**src/rtl/bp_pkg.sv**
```systemverilog
// Shared types and defaults for the branch-predictor table port arbiter.
package bp_pkg;

  localparam int IDX_W_DEF  = 10;
  localparam int QDEPTH_DEF = 4;
  // Queue entries carry a fixed-width index field; the arbiter uses the low IDX_W bits.
  localparam int IDX_MAX_W  = 16;

  typedef enum logic {
    ST_INIT = 1'b0,
    ST_RUN  = 1'b1
  } arb_state_e;

  typedef struct packed {
    logic [IDX_MAX_W-1:0] idx;
    logic                 taken;
  } upd_entry_t;

endpackage

```
**src/rtl/bp_upd_fifo.sv**
```systemverilog
// Update queue for resolved branches: circular buffer with full entry visibility
// so the arbiter can forward queued outcomes to lookups.
module bp_upd_fifo
  import bp_pkg::*;
#(
  parameter int QDEPTH = QDEPTH_DEF,
  localparam int PTR_W = $clog2(QDEPTH),
  localparam int CNT_W = $clog2(QDEPTH + 1)
) (
  input  logic                    clk,
  input  logic                    rst,
  input  logic                    push,
  input  upd_entry_t              push_entry,
  input  logic                    pop,
  output upd_entry_t              head,
  output logic [CNT_W-1:0]        count,
  output logic [PTR_W-1:0]        rd_ptr,
  output upd_entry_t [QDEPTH-1:0] entries
);

  upd_entry_t [QDEPTH-1:0] mem;
  logic [PTR_W-1:0]        wr_ptr;

  // Pointers wrap naturally because QDEPTH is a power of two.
  always_ff @(posedge clk or negedge rst) begin
    if (!rst) begin
      wr_ptr <= '0;
      rd_ptr <= '0;
      count  <= '0;
    end else begin
      if (push) wr_ptr <= wr_ptr + 1'b1;
      if (pop)  rd_ptr <= rd_ptr + 1'b1;
      case ({push, pop})
        2'b10:   count <= count + 1'b1;
        2'b01:   count <= count - 1'b1;
        default: count <= count;
      endcase
    end
  end

  always_ff @(posedge clk) begin
    if (push) mem[wr_ptr] <= push_entry;
  end

  assign head    = mem[rd_ptr];
  assign entries = mem;

endmodule

```
**src/rtl/bp_port_arb.sv**
```systemverilog
// Single-port predictor table arbiter: init sweep, then fetch reads win over queued
// update writes. Define BP_ARB_FWD_EN to forward queued outcomes to matching lookups.
module bp_port_arb
  import bp_pkg::*;
#(
  parameter int IDX_W  = IDX_W_DEF,
  parameter int QDEPTH = QDEPTH_DEF,
  localparam int PTR_W = $clog2(QDEPTH),
  localparam int CNT_W = $clog2(QDEPTH + 1)
) (
  input  logic             clk,
  input  logic             rst,
  input  logic             fetch_req,
  input  logic [IDX_W-1:0] fetch_idx,
  output logic             fetch_grant,
  input  logic             upd_valid,
  input  logic [IDX_W-1:0] upd_idx,
  input  logic             upd_taken,
  output logic             upd_ready,
  output logic             tbl_read,
  output logic [IDX_W-1:0] tbl_idx,
  output logic             tbl_write,
  output logic [IDX_W-1:0] tbl_wr_idx,
  output logic             tbl_wr_outcome,
  output logic             init_busy,
  output logic [CNT_W-1:0] q_count,
  output logic             fwd_hit,
  output logic             fwd_taken,
  output arb_state_e       dbg_state
);

  localparam logic [CNT_W-1:0] Q_FULL     = CNT_W'(QDEPTH);
  localparam logic [IDX_W-1:0] SWEEP_LAST = '1;

  arb_state_e              state, state_n;
  logic [IDX_W-1:0]        sweep_cnt, wr_idx_q;
  logic                    wr_outcome_q, wr_en, push, pop, q_has_room;
  upd_entry_t              push_entry, head;
  upd_entry_t [QDEPTH-1:0] entries;
  logic [PTR_W-1:0]        rd_ptr;
  logic                    unused_bits;

  // Handshake: an update transfers on a rising edge where upd_valid && upd_ready;
  // upd_ready depends only on registered state, never on upd_valid.
  assign q_has_room  = q_count < Q_FULL;
  assign upd_ready   = (state == ST_RUN) && q_has_room;
  assign fetch_grant = (state == ST_RUN) && fetch_req && q_has_room;
  assign tbl_read    = fetch_grant;
  assign tbl_idx     = fetch_grant ? fetch_idx : '0;
  assign push        = upd_valid && upd_ready;
  assign push_entry  = {IDX_MAX_W'(upd_idx), upd_taken};
  assign init_busy   = (state == ST_INIT);
  assign dbg_state   = state;

  bp_upd_fifo #(.QDEPTH(QDEPTH)) u_fifo (
    .clk        (clk),
    .rst        (rst),
    .push       (push),
    .push_entry (push_entry),
    .pop        (pop),
    .head       (head),
    .count      (q_count),
    .rd_ptr     (rd_ptr),
    .entries    (entries)
  );

  always_comb begin
    state_n        = state;
    wr_en          = 1'b0;
    pop            = 1'b0;
    tbl_wr_idx     = wr_idx_q;
    tbl_wr_outcome = wr_outcome_q;
    case (state)
      ST_INIT: begin
        wr_en          = 1'b1;
        tbl_wr_idx     = sweep_cnt;
        tbl_wr_outcome = 1'b0;
        if (sweep_cnt == SWEEP_LAST) state_n = ST_RUN;
      end
      ST_RUN: begin
        if (!fetch_grant && (q_count != '0)) begin
          wr_en          = 1'b1;
          pop            = 1'b1;
          tbl_wr_idx     = head.idx[IDX_W-1:0];
          tbl_wr_outcome = head.taken;
        end
      end
      default: state_n = ST_INIT;
    endcase
  end

  // The sweep write must stay quiet while reset is held, even though state is INIT.
  assign tbl_write = wr_en && rst;

  always_ff @(posedge clk or negedge rst) begin
    if (!rst) begin
      state        <= ST_INIT;
      sweep_cnt    <= '0;
      wr_idx_q     <= '0;
      wr_outcome_q <= 1'b0;
    end else begin
      state        <= state_n;
      wr_idx_q     <= tbl_wr_idx;
      wr_outcome_q <= tbl_wr_outcome;
      if (state == ST_INIT) sweep_cnt <= sweep_cnt + 1'b1;
    end
  end

`ifdef BP_ARB_FWD_EN
  logic             fwd_match, fwd_val;
  logic [PTR_W-1:0] fwd_slot;

  // Walk oldest to youngest so the last match seen is the youngest.
  always_comb begin
    fwd_match = 1'b0;
    fwd_val   = 1'b0;
    fwd_slot  = rd_ptr;
    for (int k = 0; k < QDEPTH; k++) begin
      fwd_slot = rd_ptr + PTR_W'(k);
      if ((CNT_W'(k) < q_count) && (entries[fwd_slot].idx[IDX_W-1:0] == fetch_idx)) begin
        fwd_match = 1'b1;
        fwd_val   = entries[fwd_slot].taken;
      end
    end
  end

  assign fwd_hit   = fetch_grant && fwd_match;
  assign fwd_taken = fetch_grant && fwd_match && fwd_val;
`else
  assign fwd_hit   = 1'b0;
  assign fwd_taken = 1'b0;
`endif

  assign unused_bits = ^{head, entries, rd_ptr};

endmodule

```
**config.mk**
```make
export PLATFORM = sky130hd
export DESIGN_NAME = bp_port_arb
export DESIGN_NICKNAME = d
export VERILOG_FILES = /design/src/rtl/bp_pkg.sv /design/src/rtl/bp_upd_fifo.sv /design/src/rtl/bp_port_arb.sv
export SDC_FILE = /design/constraint.sdc
export NUM_CORES = 1
export LEC_CHECK = 0
export CAP_MARGIN = 20
export CORE_MARGIN = 4
export CORE_UTILIZATION = 55
export DETAILED_ROUTE_END_ITERATION = 8
export GPL_TIMING_DRIVEN = 1
export MAX_ROUTING_LAYER = met4
export PLACE_DENSITY = 0.83
export SYNTH_ARGS = -nofsm -noshare
export SYNTH_HDL_FRONTEND = slang
export SYNTH_SLANG_ARGS = --single-unit
export TNS_END_PERCENT = 1
```
**constraint.sdc**
```tcl
create_clock -name clk -period 3.7 [get_ports clk]
set_input_delay 0.555 -clock clk [delete_from_list [all_inputs] [get_ports clk]]
set_output_delay 0.555 -clock clk [all_outputs]
set_load 0.01 [all_outputs]
```
Word-level counts from Yosys, hierarchy flattened. Index checks and enable logic that the tools add are counted.

Bits of input ports: 25. Flip-flop bits (word level): 97.

$add $sub $neg: 5. Bitwise logic cells: 1. Magnitude comparators: 4. Mux-type cells: 16. Equality and inequality tests: 3. Reductions and logical operators: 10.

Operator list (number): 68-bit bitwise mux (1); 17-bit binary-select mux with 2-bit select (1); 17-bit demux with 2-bit select (1); 10-bit two-way mux (2); 10-bit one-hot mux with 2 select lines (1); 17-bit two-way mux (1); 11-bit two-way mux (1); 10-bit by 1-bit adder with 10-bit output, second input constant (1); 10-bit equality test, second input constant (1); 1-bit logical AND (7); 2-bit by 3-bit < comparator with 1-bit output, second input constant (2); 3-bit one-hot mux with 2 select lines (1); 1-bit two-way mux (5); 2-bit by 1-bit adder with 2-bit output, second input constant (2); 1-bit one-hot mux with 2 select lines (2); 3-bit by 1-bit adder with 3-bit output, second input constant (1); 3-bit < comparator, second input constant (1); 3-bit nonzero test (1); 3-bit by 1-bit subtractor with 3-bit output, second input constant (1); 2-bit by 1-bit equality test with 1-bit output, second input constant (1); 2-bit equality test, second input constant (1); 2-bit by 1-bit greater-or-equal comparator with 1-bit output, second input constant (1); 2-bit nonzero test (1); 1-bit zero test (1); 1-bit NOT (1).

Longest topological paths before layout.
Word-level depth: 8. Depth in mapped cells: 10.

Hierarchy. Synthesis repeated with hierarchy kept, for this count alone.

Cells, all modules: 218. Area total of the unflattened synthesis: 3968.8 um^2.

Modules (own cells, without submodules): bp_upd_fifo (cells an instance 120, instances 1, area each 2874.0 um^2, sequential area each 2217.1 um^2); bp_port_arb (cells an instance 98, instances 1, area each 1094.8 um^2, sequential area each 550.5 um^2).

Worst setup path after synthesis. Ideal clock, no wire load.

Path type: in2reg. Start point: input port fetch_req. End point: register u_fifo.count[2]. Buffers on the path: 1. Slack: 1.470 ns. Cell stages on the path: 9. Data required time: 3.620 ns. Setup time: 0.080 ns. Arrival time: 2.150 ns. Cell sequence: o21bai_1 a21oi_1 buf_2 ha_1 inv_1 fa_1 xor2_1 nor2_1 xnor2_1.

Cells in the longest elaborated chain, start to end: 8.

Ends and longest elaborated chain: from (decl) (line bp_port_arb.sv:13) `input logic fetch_req,`; 1-bit logical AND * (2 in a row) (line bp_port_arb.sv:47) `assign fetch_grant = (state == ST_RUN) && fetch_req && q_has_room;`; 1-bit zero test * (line bp_port_arb.sv:81) `if (!fetch_grant && (q_count != '0)) begin`; 1-bit logical AND * (line bp_port_arb.sv:81); 1-bit two-way mux * (line bp_port_arb.sv:81); 1-bit two-way mux * (line bp_port_arb.sv:73) `case (state)`; named net pop (line bp_port_arb.sv:37) `logic wr_outcome_q, wr_en, push, pop, q_has_room;`; 2-bit by 1-bit equality test with 1-bit output or 2-bit equality test (tied branches) (line bp_upd_fifo.sv:33) `case ({push, pop})`; 3-bit one-hot mux with 2 select lines or 2-bit nonzero test (tied branches); to (signal assigned) (line bp_upd_fifo.sv:34) `2'b10: count <= count + 1'b1;`; to (signal assigned) (line bp_upd_fifo.sv:35) `2'b01: count <= count - 1'b1;`; to (signal assigned) (line bp_upd_fifo.sv:36) `default: count <= count;`; to (decl) (line bp_upd_fifo.sv:16) `output logic [CNT_W-1:0] count,`.

Mark *: on every way through the listed nets, which the timed path passes. The rest lies on a longest branch. A chain may end at the register's enable or synchronous reset.

Worst setup path after layout.
Start point: input port fetch_req. End point: output port tbl_wr_idx[0].

Cells in the longest elaborated chain, start to end: 6.

Ends and longest elaborated chain: 1-bit logical AND (2 in a row) (line bp_port_arb.sv:47); 1-bit zero test (line bp_port_arb.sv:81); 1-bit logical AND (line bp_port_arb.sv:81); 10-bit two-way mux (line bp_port_arb.sv:81); 10-bit one-hot mux with 2 select lines (line bp_port_arb.sv:73); to (decl) (line bp_port_arb.sv:23) `output logic [IDX_W-1:0] tbl_wr_idx,`.

Every way passes these cells.

==> flow_metrics.py <==
metrics = {
    "worst_setup_path": {
        "worst-path-max-fanout": 12,
        "worstPathArrival_ns": 2.90,
        "crit_chain": "clkdlybuf4s50_1, o21bai_1, a21oi_1, buf_4, a221o_1, clkdlybuf4s50_1",
        "slowest_stage": "clkdlybuf4s50_1",
        "path_class": "in -> out",
        "required_ns": 3.14,
        "critPathTopFamily": "buffers and inverters",
        "path_buf_inv": 3,
        "crit_top_cell": "clkdlybuf4s50_1",
        "cpPeakStageDelay_ns": 0.65,
        "start_kind": "input pin",
        "end_kind": "primary output",
    },
    "route": {
        "drtIter0Drc": 99,
        "wirelength_um": 6310,
        "drt_drc_violations_left": 0,
        "detail_route.wl_per_cell_um": 19.6,
        "avgViaCountPerCell": 5.61,
        "drtAntennaViolNets": 0,
        "first_pass_iters": 4,
        "dr_total_vias": 1806,
    },
    "sta": {
        "fin_crit_sh_pct": 93.5,
        "final_max_slew_viol_count": 0,
        "fin_skew_ns": 0.0118,
        "setup_viol": 0,
        "rsz0062_at_grt": "no",
        "hold_slack_ns": 0.519,
        "hold_viol": 0,
        "tightest_slew_ns": 0.749,
        "max-slew-margin-rel_pct": 49.9,
        "fin_crit_ns": 3.46,
        "final.setup.tns_ns": 0,
        "fmax_mhz": 289,
    },
    "finish": {
        "n_fill_cell": 327,
        "syn_to_final_growth_pct": 27.1,
        "num-nets-final": 279,
        "drive_above_1_share_pct": 10.7,
        "diodes": 0,
    },
    "clocking": {
        "root_buffer": "clkbuf_8",
        "cts_tree": "done",
        "clock_latency_ns": 0.35,
        "hold_buffers": 0,
        "cts_sinks": 73,
        "path_clk_slew_ns": 0.07,
        "cts_setup_buffers": 0,
        "numCtsBuffers": 9,
        "cts_buffer_depth": 2,
        "h-tree-depth": 3,
        "cts_resized": 0,
    },
    "power_and_ir_drop": {
        "switchingPower_uw": 321,
        "combPwrFrac_pct": 2.6,
        "leakage_nw": 1.58,
        "power.internal_mw": 1.34,
        "power_frac_clock_pct": 45.5,
        "p_seq_share_pct": 52.0,
        "netSwitchingFraction_pct": 19.3,
        "max-vdd-ir-drop_mv": 0.314,
        "p_per_area_nw_per_um2": 427,
    },
    "synth": {
        "ys_types": 31,
        "netlist_area_um2": 3070,
        "synth_ff_type": "edfxtp_1",
        "ys_async_sr_fraction_pct": 39.7,
        "synth-edff-count": 44,
        "syn_avg_cell_area_um2": 16.1,
        "yosys_warnings": 0,
        "synth_seq_cells": 73,
        "synth-seq-area-share_pct": 66.8,
        "synth_cells": 190,
    },
    "die": {
        "rows": 26,
        "fp.dieW_um": 82.7,
        "dieArea_um2": 6830,
        "start_util_pct": 58.5,
        "pin_count": 57,
        "core_um2": 5240,
        "die_h_um": 82.7,
    },
    "grt": {
        "antenna_found_initial": 0,
        "grt_pass1_wl_um": 9740,
        "track_usage_pct": 21.0,
        "grt_pass1_vias": 1814,
        "grt_max_degree": 30,
        "grt_overflow_total": 0,
    },
    "run_status": {
        "outcome": "completed",
    },
    "placed_design": {
        "hpwl_um": 4020,
        "place.port_buffers": 54,
        "place_congestion": 0.814,
    },
    "worst_hold_path": {
        "hp-class": "reg -> reg",
    },
    "job": {
        "maxCapViolCount": 0,
    },
}
[final timing paths]
kind                                          start                           end  slack [ns]  depth (start not counted)
max in group asynchronous                       rst        wr_outcome_q$_DFF_PN0_        2.79                          2
hold / removal             sweep_cnt[8]$_DFFE_PN0N_      sweep_cnt[8]$_DFFE_PN0N_        0.52                          1
setup reg to reg                dbg_state$_DFF_PN0_   u_fifo.count[2]$_DFFE_PN0P_        1.28                          8
hold reg to reg            sweep_cnt[8]$_DFFE_PN0N_      sweep_cnt[8]$_DFFE_PN0N_        0.52                          1
min in group asynchronous                       rst  u_fifo.wr_ptr[1]$_DFFE_PN0P_        0.64                          2
setup / recovery                          fetch_req                 tbl_wr_idx[0]        0.24                          6
[layer usage]
metal / global-route usage [%] / wire (µm)
met1: 25.1 / 2580
met2: 34.5 / 3380
met3: 5.53 / 297
met4: 7.68 / 58
met5: - / 0
[final cells by class]
class | count | area, µm² | share of cell area [%]
multi-input cells | 99 | 930 | 23.9
inverters | 7 | 26.3 | 0.674
flip-flops and latches | 73 | 2050 | 52.5
well taps | 70 | 87.6 | 2.25
clock buffers | 10 | 128 | 3.28
repair buffers | 57 | 563 | 14.5
clock inverters | 6 | 115 | 2.95
[worst register-to-register path: cells and delay by family (launching register included)]
family / cells / cell delay [ns]
AND/OR/NAND/NOR: 3 / 0.98
flip-flops: 1 / 0.53
XOR/XNOR: 2 / 0.27
buffers and inverters: 1 / 0.07
adder cells (fa/ha/maj): 2 / 0.47
[state kept, by name, summed over array words and instances (netlist names)]
register	count
u_fifo.entries	44
sweep_cnt	10
wr_idx_q	10
u_fifo.count	3
u_fifo.rd_ptr	2
u_fifo.wr_ptr	2
dbg_state	1
wr_outcome_q	1
[power groups by stage]
stage	logic, mW	clock network, mW	registers [mW]
detailed placement	0.0427	0	0.882
global route	0.0471	0.806	0.864
floorplan	0.00577	0	0.882
CTS	0.0434	0.765	0.864
finish	0.0430	0.756	0.864
global placement	0.0413	0	0.882
[layout by cell type, fill, tap and decap left out, types with 2 or more instances in the layout]
| master | count |
|---|---|
| and3_1 | 24 |
| inv_1 | 7 |
| xnor2_1 | 8 |
| xor2_1 | 7 |
| dfrtp_1 | 29 |
| nor3_1 | 2 |
| a221o_1 | 10 |
| nand4_1 | 2 |
| ha_1 | 6 |
| nor2_1 | 2 |
| and2_1 | 3 |
| buf_4 | 3 |
| a21oi_1 | 2 |
| edfxtp_1 | 44 |
| clkdlybuf4s50_1 | 54 |
| mux4_2 | 7 |
| bufinv_16 | 3 |
| clkbuf_8 | 9 |
| inv_6 | 2 |
| nor2b_1 | 3 |
| nand3_1 | 5 |
| conb_1 | 2 |
| mux2_2 | 2 |
| nand2_1 | 3 |
| mux4_1 | 4 |
[metrics by stage]
step | utilization (%) | instances | power, mW | setup slack (ns) | cell area [µm²]
finish | 74.4 | 322 | 1.66 | 0.241 | 3900
CTS | 74.4 | 322 | 1.67 | 0.286 | 3900
global placement | 69.8 | 306 | 0.923 | 0.395 | 3650
floorplan | - | 191 | 0.888 | 1.47 | 3070
detailed placement | 69.8 | 306 | 0.924 | 0.291 | 3650
global route | 74.4 | 322 | 1.72 | 0.137 | 3900
[cells in the mapped netlist, types with 2 or more instances]
library cell / count / area share (%)
buf_2: 2 / 0.33
inv_1: 7 / 0.86
nor2b_1: 3 / 0.61
nor3_1: 2 / 0.33
mux4_1: 4 / 3.4
xor2_1: 7 / 2.0
a221o_1: 10 / 3.3
nand4_1: 2 / 0.41
and3_1: 24 / 4.9
nand2_1: 3 / 0.37
nand3_1: 5 / 0.82
and2_1: 3 / 0.61
mux4_2: 7 / 5.1
nor2_1: 2 / 0.24
dfrtp_1: 29 / 24
buf_4: 3 / 0.73
xnor2_1: 8 / 2.3
mux2_2: 2 / 0.73
a21oi_1: 2 / 0.33
ha_1: 6 / 2.4
edfxtp_1: 44 / 43
clkbuf_1: 6 / 0.73
[cell families after synthesis]
| family | synth area share, % |
|---|---|
| XOR/XNOR | 4.29 |
| adder cells (fa/ha/maj) | 3.10 |
| multiplexers | 9.63 |
| buffers and inverters | 3.02 |
| AND/OR/NAND/NOR | 8.78 |
| AO/OA/AOI/OAI | 4.29 |
| flip-flops | 66.8 |
| other | 0.122 |
Power figures use the tool's default switching activity.
